[config.mk]
export PLATFORM = sky130hd
export DESIGN_NAME = systolic_mac_pe
export DESIGN_NICKNAME = d
export VERILOG_FILES = /design/src/rtl/systolic_mac_pe.sv
export SDC_FILE = /design/constraint.sdc
export NUM_CORES = 1
export LEC_CHECK = 0
export CAP_MARGIN = 20
export CORE_MARGIN = 8
export CORE_UTILIZATION = 55
export DETAILED_ROUTE_END_ITERATION = 12
export DONT_BUFFER_PORTS = 1
export PLACE_DENSITY = 0.7
export SYNTH_ARGS = -nofsm -noshare
export SYNTH_HDL_FRONTEND = slang
export SYNTH_SLANG_ARGS = --single-unit
[constraint.sdc]
create_clock -name clock -period 4 [get_ports clock]
set_input_delay 0.6 -clock clock [delete_from_list [all_inputs] [get_ports clock]]
set_output_delay 0.6 -clock clock [all_outputs]
set_load 0.01 [all_outputs]
[src/rtl/systolic_mac_pe.sv]
// Multiply-accumulate processing element for a systolic array: registered
// east/south operand pass-through, local accumulator, daisy-chained drain path.
module systolic_mac_pe #(
  parameter int DATA_W   = 8,
  parameter int ACC_W    = 24,
  parameter int SIGNED   = 1,
  parameter int SATURATE = 1
) (
  input  logic              clock,
  input  logic              reset,
  input  logic [DATA_W-1:0] a_in,
  input  logic              a_vld_in,
  input  logic              clear_in,
  input  logic [DATA_W-1:0] b_in,
  input  logic              b_vld_in,
  input  logic              drain_in,
  input  logic [ACC_W-1:0]  c_in,
  input  logic              c_vld_in,
  output logic [DATA_W-1:0] a_out,
  output logic              a_vld_out,
  output logic              clear_out,
  output logic [DATA_W-1:0] b_out,
  output logic              b_vld_out,
  output logic [ACC_W-1:0]  c_out,
  output logic              c_vld_out,
  output logic              ovf,
  output logic              state_dbg
);
  // Handshake: a value is consumed only in a cycle where its valid flag is high;
  // there is no ready/backpressure, every stage accepts one item per clock.
  typedef enum logic {ST_ACCUM = 1'b0, ST_PASS = 1'b1} state_t;

  localparam bit IS_SIGNED = (SIGNED != 0);
  localparam bit IS_SAT    = (SATURATE != 0);
  localparam int EXT_P     = ACC_W + 1 - 2 * DATA_W;

  state_t state_q, state_d;

  logic [DATA_W-1:0] a_q, a_d, b_q, b_d;
  logic              a_vld_q, a_vld_d, clear_q, clear_d, b_vld_q, b_vld_d;
  logic [ACC_W-1:0]  acc_q, acc_d, c_q, c_d;
  logic              c_vld_q, c_vld_d, ovf_q, ovf_d;

  logic                capture, mac_fire, fresh, sum_ovf;
  logic [2*DATA_W-1:0] a_x, b_x, prod;
  logic [ACC_W:0]      prod_x, base_x, sum_x;
  logic [ACC_W-1:0]    sum_res;

  always_ff @(posedge clock or negedge reset) begin
    if (!reset) state_q <= ST_ACCUM;
    else        state_q <= state_d;
  end

  always_comb begin
    state_d = state_q;
    case (state_q)
      ST_ACCUM: if (drain_in)  state_d = ST_PASS;
      ST_PASS:  if (!drain_in) state_d = ST_ACCUM;
      default:  state_d = ST_ACCUM;
    endcase
  end

  always_comb begin
    capture  = (state_q == ST_ACCUM) && drain_in;
    mac_fire = a_vld_in && b_vld_in;
    fresh    = clear_in || capture;

    // Extended operands make the low 2*DATA_W product bits exact for either signedness.
    a_x    = {{DATA_W{IS_SIGNED & a_in[DATA_W-1]}}, a_in};
    b_x    = {{DATA_W{IS_SIGNED & b_in[DATA_W-1]}}, b_in};
    prod   = a_x * b_x;
    prod_x = {{EXT_P{IS_SIGNED & prod[2*DATA_W-1]}}, prod};
    base_x = fresh ? '0 : {IS_SIGNED & acc_q[ACC_W-1], acc_q};
    sum_x  = base_x + prod_x;

    if (IS_SIGNED) sum_ovf = sum_x[ACC_W] ^ sum_x[ACC_W-1];
    else           sum_ovf = sum_x[ACC_W];

    sum_res = sum_x[ACC_W-1:0];
    if (sum_ovf && IS_SAT) begin
      if (!IS_SIGNED)        sum_res = '1;
      else if (sum_x[ACC_W]) sum_res = {1'b1, {(ACC_W-1){1'b0}}};
      else                   sum_res = {1'b0, {(ACC_W-1){1'b1}}};
    end

    a_d     = a_in;
    a_vld_d = a_vld_in;
    clear_d = clear_in;
    b_d     = b_in;
    b_vld_d = b_vld_in;

    acc_d = acc_q;
    ovf_d = ovf_q;
    if (capture) begin
      acc_d = '0;
      ovf_d = 1'b0;
    end
    if (mac_fire) begin
      acc_d = sum_res;
      ovf_d = (fresh ? 1'b0 : ovf_q) | sum_ovf;
    end

    c_d     = c_q;
    c_vld_d = 1'b0;
    if (state_q == ST_PASS) begin
      c_d     = c_in;
      c_vld_d = c_vld_in;
    end else if (capture) begin
      c_d     = acc_q;
      c_vld_d = 1'b1;
    end
  end

  always_ff @(posedge clock or negedge reset) begin
    if (!reset) begin
      a_q     <= '0;
      a_vld_q <= 1'b0;
      clear_q <= 1'b0;
      b_q     <= '0;
      b_vld_q <= 1'b0;
      acc_q   <= '0;
      ovf_q   <= 1'b0;
      c_q     <= '0;
      c_vld_q <= 1'b0;
    end else begin
      a_q     <= a_d;
      a_vld_q <= a_vld_d;
      clear_q <= clear_d;
      b_q     <= b_d;
      b_vld_q <= b_vld_d;
      acc_q   <= acc_d;
      ovf_q   <= ovf_d;
      c_q     <= c_d;
      c_vld_q <= c_vld_d;
    end
  end

  assign a_out     = a_q;
  assign a_vld_out = a_vld_q;
  assign clear_out = clear_q;
  assign b_out     = b_q;
  assign b_vld_out = b_vld_q;
  assign c_out     = c_q;
  assign c_vld_out = c_vld_q;
  assign ovf       = ovf_q;
  assign state_dbg = state_q;

endmodule

==> metrics.yaml, run 1 <==
cells_and_area:
  fin_nets: 969
  final_layout_size_suffix_gt1_share_pct: 23.0
  multi_input_area_um2: 4800
  num_antenna_cells: 0
  areaGrowthSynthToFinish_pct: 24.6
  nFillCells: 909
  final_area_um2: 8270
  seqCellArea_um2: 1750
  fin_cells: 966
global_routing:
  grt_max_degree: 71
  use_met2_pct: 38.1
  met1_usage_pct: 24.0
  grt_antenna_before_repair: 0
  grt.total_usage_pct: 21.3
  grt_pass1_vias: 5985
  grt-ovfl-total: 0
  grtUsageMet3_pct: 4.43
  grt_pass1_wl_mm: 27.8
  grt_busiest_layer: "met2"
logic_synthesis:
  yosysMostFrequentCell: "inv_1"
  yosysTopAreaCellShare_pct: 26.4
  synth_area_um2: 6640
  syn_avg_cell_area_um2: 9.31
  synth_seq_area_share_pct: 26.4
  synth_flop_cell: "dfrtp_1"
  synth_commonest_cells: "inv_1 (93), nand2_1 (72), dfrtp_1 (70)"
  synth_warnings: 0
  syn-num-nets: 868
  synth_top_area_cell: "dfrtp_1"
  ys_seq_elements: 70
  synthArstFlopShare_pct: 100
  synthCells: 713
  synth_edf_count: 0
  synth_area_leaders: "dfrtp_1 (26%), fa_1 (17%), ha_1 (9.8%), and2_1 (6.4%), inv_1 (5.3%)"
  synth_cell_type_count: 58
timing:
  hold_ws_ns: 0.123
  setup_viol: 25
  worst_pin_slew_ns: 0.476
  rsz0062_at_grt: "true"
  clock_skew_ns: 0.00467
  worst_slack_ns: -2.41
  post-route-period-util_pct: 160
  slew_headroom_pct: 68.2
  drv_slew: 0
  period_needed_ns: 6.41
  max_clock_freq_ghz: 0.156
  finalHoldViolCount: 0
clocking:
  path_clk_slew_ns: 0.06
  clockBufferDepth: 2
  cts-buffers-inserted: 9
  root_buffer: "clkbuf_16"
  clk_latency_ns: 0.34
  cts_tree: "yes"
  htreeDepth: 3
  cts_num_sinks: 70
die:
  io_pins: 93
  die_h_um: 126
  die_w_um: 126
  fp-row-count: 40
  core_um2: 11900
  initial_core_util_pct: 55.7
  die-area_um2: 15800
route:
  drt-initial-drc-count: 365
  routed_wl_mm: 16.7
  drt-vias-per-instance: 5.73
  postRouteAntennaNets: 0
  first_pass_iters: 7
  wire_per_inst_um: 17.3
  vias: 5532
  route.detailed.drc: 0
critical_path:
  critPathCaptureType: "flip-flop"
  required_ns: 4.27
  crit_path_start_kind: "input pin"
  crit_path_frequent_cell: "fa_1"
  cpPeakStageDelay_ns: 0.55
  crit_fanout: 9
  critPathSlowestCell: "fa_1"
  path_class: "in2reg"
  crit_arrival_ns: 6.68
place:
  port_buffers: 0
  gp_congestion: 0.866
  dp_cells: 935
  placed_cell_area_um2: 7630
  preCtsSetupSlack_ns: -2.75
  dp_hpwl_mm: 12.4
run:
  drv_cap: 0
outcome:
  outcome: "finished with violations"
  failed_checks: "setup timing"
min_path:
  hold_path_class: "in2async"
final timing paths:
kind	from	endpoint	slack, ns	cells past startpoint
max reg2reg	state_dbg	acc_q[6]	0.22	17
max in group asynchronous	reset	a_out[3]	3.55	1
min reg2reg	acc_q[4]	acc_q[4]	0.51	2
min in group clock	b_in[3]	b_out[3]	0.28	0
max	b_in[2]	acc_q[6]	-2.41	30
min	reset	a_out[1]	0.12	1
repair_timing:
item                       CTS  global route
hold buffers                 1             0
pin swaps                   17            25
hold endpoints to repair    70             0
gates resized for setup     28            18
setup buffers                7             3
setup endpoints to repair   25            25
gates cloned                 3             2
cells in the final DEF, fill, tap and decap left out, types with 3 or more instances in the layout:
cell type   instances
buf_4             100
buf_6               3
dfrtp_1            70
xnor2_1            26
clkinvlp_4          3
o21ai_2             6
nand2b_1            6
clkbuf_16          10
a31oi_2             4
inv_1              87
o211ai_1            3
or3_4               4
o21ai_1            23
ha_1               43
nand2_1            72
mux2i_1            24
a21oi_2             6
o21bai_1            4
xor2_1              7
a21o_1             13
a21oi_1            22
or3_1               3
a31oi_1            18
nor2_1             11
nand3_1             8
o21ai_0            35
buf_12              3
nor2b_1             8
nor3_1              3
inv_2               5
ha_4                8
o21a_1              7
and2_1             66
fa_1               54
final cells by class:
type / instances / area share [%]
clock buffers: 10 / 2.89
clock inverters: 6 / 0.545
inverters: 93 / 4.25
multi-input cells: 532 / 58.1
flip-flops and latches: 70 / 21.2
well taps: 147 / 2.22
repair buffers: 108 / 10.8
registers in the layout, indices dropped and copies added, names as in the netlist:
register / cells
a_out: 8
a_vld_out: 1
acc_q: 24
b_out: 8
b_vld_out: 1
c_out: 24
c_vld_out: 1
clear_out: 1
ovf: 1
state_dbg: 1
metrics by stage:
stage | setup TNS [ns] | util [%]
6_report | -59.06 | 69.4
5_1_grt | -66.51 | 69.4
4_1_cts | -56.70 | 68.1
3_5_place_dp | -67.00 | 64.1
3_3_place_gp | -64.94 | 64.1
2_1_floorplan | -62.42 | -
kinds of logic (layout without fill, tap and decap cells):
family	Yosys count	after routing	synth area share (%)
multiplexers	25	25	3.79
adder cells (fa/ha/maj)	108	108	26.7
XOR/XNOR	37	37	5.41
AO/OA/AOI/OAI	164	164	15.5
AND/OR/NAND/NOR	195	198	15.3
flip-flops	70	70	26.4
buffers and inverters	114	217	6.94
routing by layer:
layer	routed length (um)	share of wire [%]	vias up
li1	-	-	2579
met1	6570	39	2750
met2	8660	52	159
met3	940	5.6	44
met4	546	3.3	0
met5	0	0	-
worst max-delay path: cells and delay by family:
| family | cells | cell delay [ns] |
|---|---|---|
| compound gates | 11 | 1.91 |
| xor+xnor | 1 | 0.08 |
| buf+inv | 6 | 0.50 |
| fa+ha+maj | 6 | 2.61 |
| simple gates | 6 | 0.97 |
Power of run 1 is left out: the tool's default activity adds up to more than one toggle a clock period on the data nets, which glitch-free logic cannot reach.
==> inputs of run 2 (changes only) <==
Settings changed: ABC_CLOCK_PERIOD_IN_PS set to 4000, CORE_ASPECT_RATIO set to 0.8, SETUP_SLACK_MARGIN set to 0.15.
==> run 2 against run 1 <==
  * The flow still finishes with violations (setup timing)
  * Largest cell class unchanged
  * Register-to-register slack better by 0.07 ns
  * Clock skew up 0.00061 ns
  * Sequential share of layout area down 0.19 points
  * Die area up 0.14%
  * Sequential cell count unchanged
  * Worst hold slack better by 0.011 ns
==> metrics.yaml, run 2 (same netlist as run 1, synthesis figures left out) <==
outcome:
  outcome: "finished with violations"
  failed_checks: "setup timing"
clocking:
  root_buffer: "clkbuf_16"
  clk_latency_ns: 0.33  # about the same
  cts-buffers-inserted: 9  # unchanged
  cts_num_sinks: 70  # unchanged
  htreeDepth: 3  # unchanged
  cts_tree: "yes"
  path_clk_slew_ns: 0.06  # about the same
  clockBufferDepth: 2  # unchanged
place:
  dp_cells: 940  # +0.53%
  gp_congestion: 0.850  # -1.9%
  dp_hpwl_mm: 12.6  # +0.98%
  port_buffers: 0  # unchanged
critical_path:
  cpPeakStageDelay_ns: 0.54  # about the same
  setup.worst_path.start: "b_in[2]"
  critPathSlowestCell: "fa_1"
  crit_arrival_ns: 6.74  # +0.06 ns
  r2r-end: "acc_q[10]"
  r2r_start: "state_dbg"
  required_ns: 4.25  # -0.02 ns
  crit_path_frequent_cell: "fa_1"
  r2r_slack_ns: 0.29  # +0.07 ns
  critPathCaptureType: "flip-flop"
  cp-endpoint: "acc_q[10]"
  path_class: "in2reg"
  crit_path_start_kind: "input pin"
  ff2ff_path_depth: 17  # unchanged
  crit_fanout: 9  # unchanged
global_routing:
  grt_pass1_vias: 5920  # -1.1%
  grt_antenna_before_repair: 0  # unchanged
  grt_max_degree: 71  # unchanged
  grt_pass1_wl_mm: 28.3  # +2.0%
  grt-ovfl-total: 0  # unchanged
  grt.total_usage_pct: 21.7  # +0.36 points
route:
  drt-initial-drc-count: 453  # +24%
  first_pass_iters: 5  # -2
  routed_wl_mm: 16.8  # +0.57%
  route.detailed.drc: 0  # unchanged
  wire_per_inst_um: 17.3  # -0.25%
  postRouteAntennaNets: 0  # unchanged
  drt-vias-per-instance: 5.62  # -1.9%
  vias: 5471  # -1.1%
timing:
  fin_tns_setup_ns: -61.09  # -2.04 ns
  clock_skew_ns: 0.00528  # +0.000609 ns
  drv_slew: 0  # unchanged
  worst_slack_ns: -2.48  # -0.0737 ns
  slew_headroom_pct: 67.9  # -0.29 points
  finalHoldViolCount: 0  # unchanged
  rsz0062_at_grt: "true"
  period_needed_ns: 6.48  # +0.0737 ns
  post-route-period-util_pct: 162  # +1.8 points
  max_clock_freq_ghz: 0.154  # -1.1%
  worst_pin_slew_ns: 0.481  # +0.00441 ns
  setup_viol: 25  # unchanged
cells_and_area:
  num_antenna_cells: 0  # unchanged
  fin_nets: 974  # +0.52%
  fin_cells: 974  # +0.83%
  final_common_cell: "buf_4"
  nFillCells: 888  # -2.3%
  final_cell_mix: "buf_4 (102), inv_1 (88), nand2_1 (71)"
  seqCellArea_um2: 1750  # unchanged
  final_layout_size_suffix_gt1_share_pct: 24.0  # +1.0 points
  multi_input_area_um2: 4800  # unchanged
  areaGrowthSynthToFinish_pct: 25.7
die:
  fp-row-count: 36  # -10%
  io_pins: 93  # unchanged
  die-area_um2: 15900  # +0.14%
  die_h_um: 114  # -9.2%
  initial_core_util_pct: 55.4  # -0.33 points
  die_w_um: 139  # +10%
  core_um2: 12000  # +0.59%
run:
  drv_cap: 0  # unchanged
min_path:
  hold_path_class: "in2async"
-- run 2: changes by cell type in the layout (fill, tap and decap cells not counted), sizes merged --
cell / delta
buf: +5
bufinv: +1
clkinv: +2
clkinvlp: -2
inv: -2
or3: -1
-- run 2: final cells by class --
class / instances / area share [%]
repair buffers: 114 / 11.6
multi-input cells: 531 / 57.5
inverters: 93 / 4.21
well taps: 152 / 2.28
clock inverters: 5 / 0.630
clock buffers: 9 / 2.70
flip-flops and latches: 70 / 21.0
-- run 2: through the flow --
step	utilization, %	worst slack (ns)	cell area [um^2]	hold slack, ns
after floorplan	-	-2.53	6820	0.304
after global placement	63.8	-2.61	7640	0.306
after detailed placement	63.8	-2.78	7640	0.306
after CTS	68.1	-2.33	8150	0.158
after global routing	69.6	-2.80	8340	0.149
final	69.6	-2.48	8340	0.134
-- run 2: timing repair --
item / 4_1_cts / 5_1_grt
cloned: 2 / 3
setup endpoints to repair: 25 / 25
resized for setup: 34 / 18
pin swaps: 23 / 22
setup buffers: 8 / 6
hold buffers: 1 / 0
hold endpoints to repair: 70 / 0
-- run 2: routing by layer --
layer / GRT usage (%) / wire length [um] / vias to the layer above
met1: 26.1 / 7330 / 2713
met5: 0 / 0 / -
met4: 5.76 / 280 / 0
met2: 39.1 / 8490 / 133
met3: 4.29 / 720 / 28
li1: - / - / 2597
-- run 2: worst min-delay path by stage --
| stage | startpoint | to | slack [ns] | depth (start not counted) |
|---|---|---|---|---|
| after floorplan | reset | a_out[0] | 0.30 | 0 |
| after global placement | reset | a_out[1] | 0.31 | 0 |
| after detailed placement | reset | a_out[1] | 0.31 | 0 |
| after CTS | reset | a_out[1] | 0.16 | 1 |
| after global routing | reset | a_out[1] | 0.15 | 1 |
| final | reset | b_out[2] | 0.13 | 1 |
-- run 2: worst max-delay path, delay by kind of cell --
family	cells	cell delay (ns)
compound gates	12	1.87
xor+xnor	1	0.15
fa+ha+maj	6	2.57
buf+inv	9	0.91
simple gates	7	0.63
Power of run 2 is left out for the same reason.
==> inputs of run 3 (changes only) <==
Settings changed: CELL_PAD_IN_SITES_DETAIL_PLACEMENT set to 1, CELL_PAD_IN_SITES_GLOBAL_PLACEMENT set to 1, CORE_UTILIZATION 55 to 50, PLACE_DENSITY 0.7 to unset, PLACE_DENSITY_LB_ADDON set to 0.1.
==> run 3 against run 2 <==
  * The run still ends with setup timing left
  * Register-to-register slack worse by 0.50 ns
  * Clock skew grew 0.0067 ns
  * Setup slack worse by 0.56 ns
  * First-iteration DRC count grew 31%
  * Highest routed layer unchanged
==> metrics.yaml, run 3 (same netlist as run 1, synthesis figures left out) <==
critical_path:
  r2r_slack_ns: -0.21  # -0.50 ns
  r2r_start: "state_dbg"
  setup.worst_path.start: "b_in[2]"
  ff2ff_path_depth: 20  # +3
  cp-endpoint: "acc_q[19]"
  crit_path_start_kind: "input pin"
  crit_fanout: 9  # unchanged
  critPathCaptureType: "flip-flop"
  cpPeakStageDelay_ns: 0.54  # about the same
  crit_arrival_ns: 7.29  # +0.55 ns
  required_ns: 4.25  # about the same
  path_class: "in2reg"
  critPathSlowestCell: "fa_1"
  r2r-end: "acc_q[22]"
timing:
  finalHoldViolCount: 0  # unchanged
  drv_slew: 0  # unchanged
  rsz0062_at_grt: "true"
  worst_pin_slew_ns: 0.653  # +0.172 ns
  max_clock_freq_ghz: 0.142  # -7.9%
  slew_headroom_pct: 56.4  # -11 points
  clock_skew_ns: 0.0120  # +0.00669 ns
  post-route-period-util_pct: 176  # +14 points
  period_needed_ns: 7.04  # +0.558 ns
  worst_slack_ns: -3.04  # -0.558 ns
  setup_viol: 25  # unchanged
die:
  die-area_um2: 17200  # +8.7%
  die_w_um: 145  # +4.3%
  die_h_um: 119  # +4.2%
  core_um2: 12900  # +7.8%
  fp-row-count: 37  # +2.8%
  initial_core_util_pct: 51.4  # -4.0 points
  io_pins: 93  # unchanged
global_routing:
  grt_max_degree: 71  # unchanged
  grt_antenna_before_repair: 0  # unchanged
  grt_pass1_vias: 6790  # +15%
  grt.total_usage_pct: 28.1  # +6.4 points
  grt_pass1_wl_mm: 37.4  # +32%
  grt-ovfl-total: 0  # unchanged
route:
  vias: 6449  # +18%
  routed_wl_mm: 29.7  # +77%
  route.detailed.drc: 0  # unchanged
  drt-vias-per-instance: 6.42  # +14%
  first_pass_iters: 5  # unchanged
  wire_per_inst_um: 29.6  # +71%
  postRouteAntennaNets: 0  # unchanged
  drt-initial-drc-count: 595  # +31%
place:
  dp_hpwl_mm: 15.2  # +21%
  port_buffers: 0  # unchanged
  gp_congestion: 0.858  # +0.97%
clocking:
  htreeDepth: 3  # unchanged
  clockBufferDepth: 2  # unchanged
  path_clk_slew_ns: 0.07  # about the same
  cts_num_sinks: 70  # unchanged
  clk_latency_ns: 0.35  # +0.02 ns
  cts_tree: "yes"
  root_buffer: "clkbuf_16"
  cts-buffers-inserted: 9  # unchanged
cells_and_area:
  final_common_cell: "buf_4"
  utilization_pct: 67.9  # -1.8 points
  final_layout_size_suffix_gt1_share_pct: 26.1  # +2.1 points
  final_cell_mix: "buf_4 (101), inv_1 (88), nand2_1 (71)"
  areaGrowthSynthToFinish_pct: 32.1
  nFillCells: 1340  # +51%
  fin_nets: 980  # +0.62%
  num_antenna_cells: 0  # unchanged
run:
  drv_cap: 0  # unchanged
min_path:
  hold_path_class: "in2async"
outcome:
  failed_checks: "setup timing"
  outcome: "finished with violations"
==> run 3: changes by cell type in the layout (fill, tap and decap cells not counted), moves of 3 or more <==
cell and change:
a31oi_1 -6, a31oi_4 +8, buf_12 +3, buf_16 +4, ha_1 -3, ha_4 +3
nand3_2 -3, o21ai_1 -3
==> run 3: routing by layer <==
| metal | track usage, % | vias to the layer above | share of wire (%) |
|---|---|---|---|
| li1 | - | 2612 | - |
| met1 | 32.3 | 3254 | 36 |
| met2 | 49.9 | 420 | 49 |
| met3 | 5.23 | 163 | 8.1 |
| met4 | 11.5 | 0 | 6.8 |
| met5 | 0 | - | 0 |
==> run 3: layout make-up <==
class,instances,area [um^2],share of cell area [%]
clock inverter,4,47.5,0.542
timing repair buffer,119,1140,13.0
inverter,93,352,4.01
tap,175,219,2.50
clock buffer,11,243,2.77
multi-input combinational,532,5020,57.2
sequential,70,1750,20.0
==> run 3: timing repair <==
item                                    4_1_cts  5_1_grt
cloned                                        6        4
endpoints found under the setup margin       25       25
hold endpoints to repair                     70        0
resized for setup                            40       44
hold buffers                                  1        0
buffers inserted                              9        8
pin swaps                                    46       31
==> run 3: how the worst min path moves through the flow <==
stage,startpoint,to,cells after the start
after CTS,reset,b_out[2],1
after global routing,reset,b_out[2],1
after global placement,reset,a_out[6],0
after detailed placement,reset,a_out[5],0
final,reset,b_out[2],1
after floorplan,reset,a_out[0],0
==> run 3: stage by stage <==
stage | setup WS [ns] | hold WS, ns | instances | cell area, um^2 | setup TNS [ns]
floorplan | -2.53 | 0.304 | 713 | 6820 | -62.42
global route | -3.23 | 0.152 | 1004 | 8770 | -77.64
CTS | -2.54 | 0.140 | 992 | 8380 | -62.35
global placement | -2.70 | 0.306 | 961 | 7650 | -66.33
finish | -3.04 | 0.125 | 1004 | 8770 | -73.25
detailed placement | -2.97 | 0.306 | 961 | 7650 | -72.87
==> run 3: critical path, delay by kind of cell <==
family                   cells  cell delay [ns]
AO/OA/AOI/OAI               15             2.62
XOR/XNOR                     1             0.16
adder cells (fa/ha/maj)      6             2.57
buffers and inverters        8             0.85
AND/OR/NAND/NOR              4             0.47
Power of run 3 is left out for the same reason.
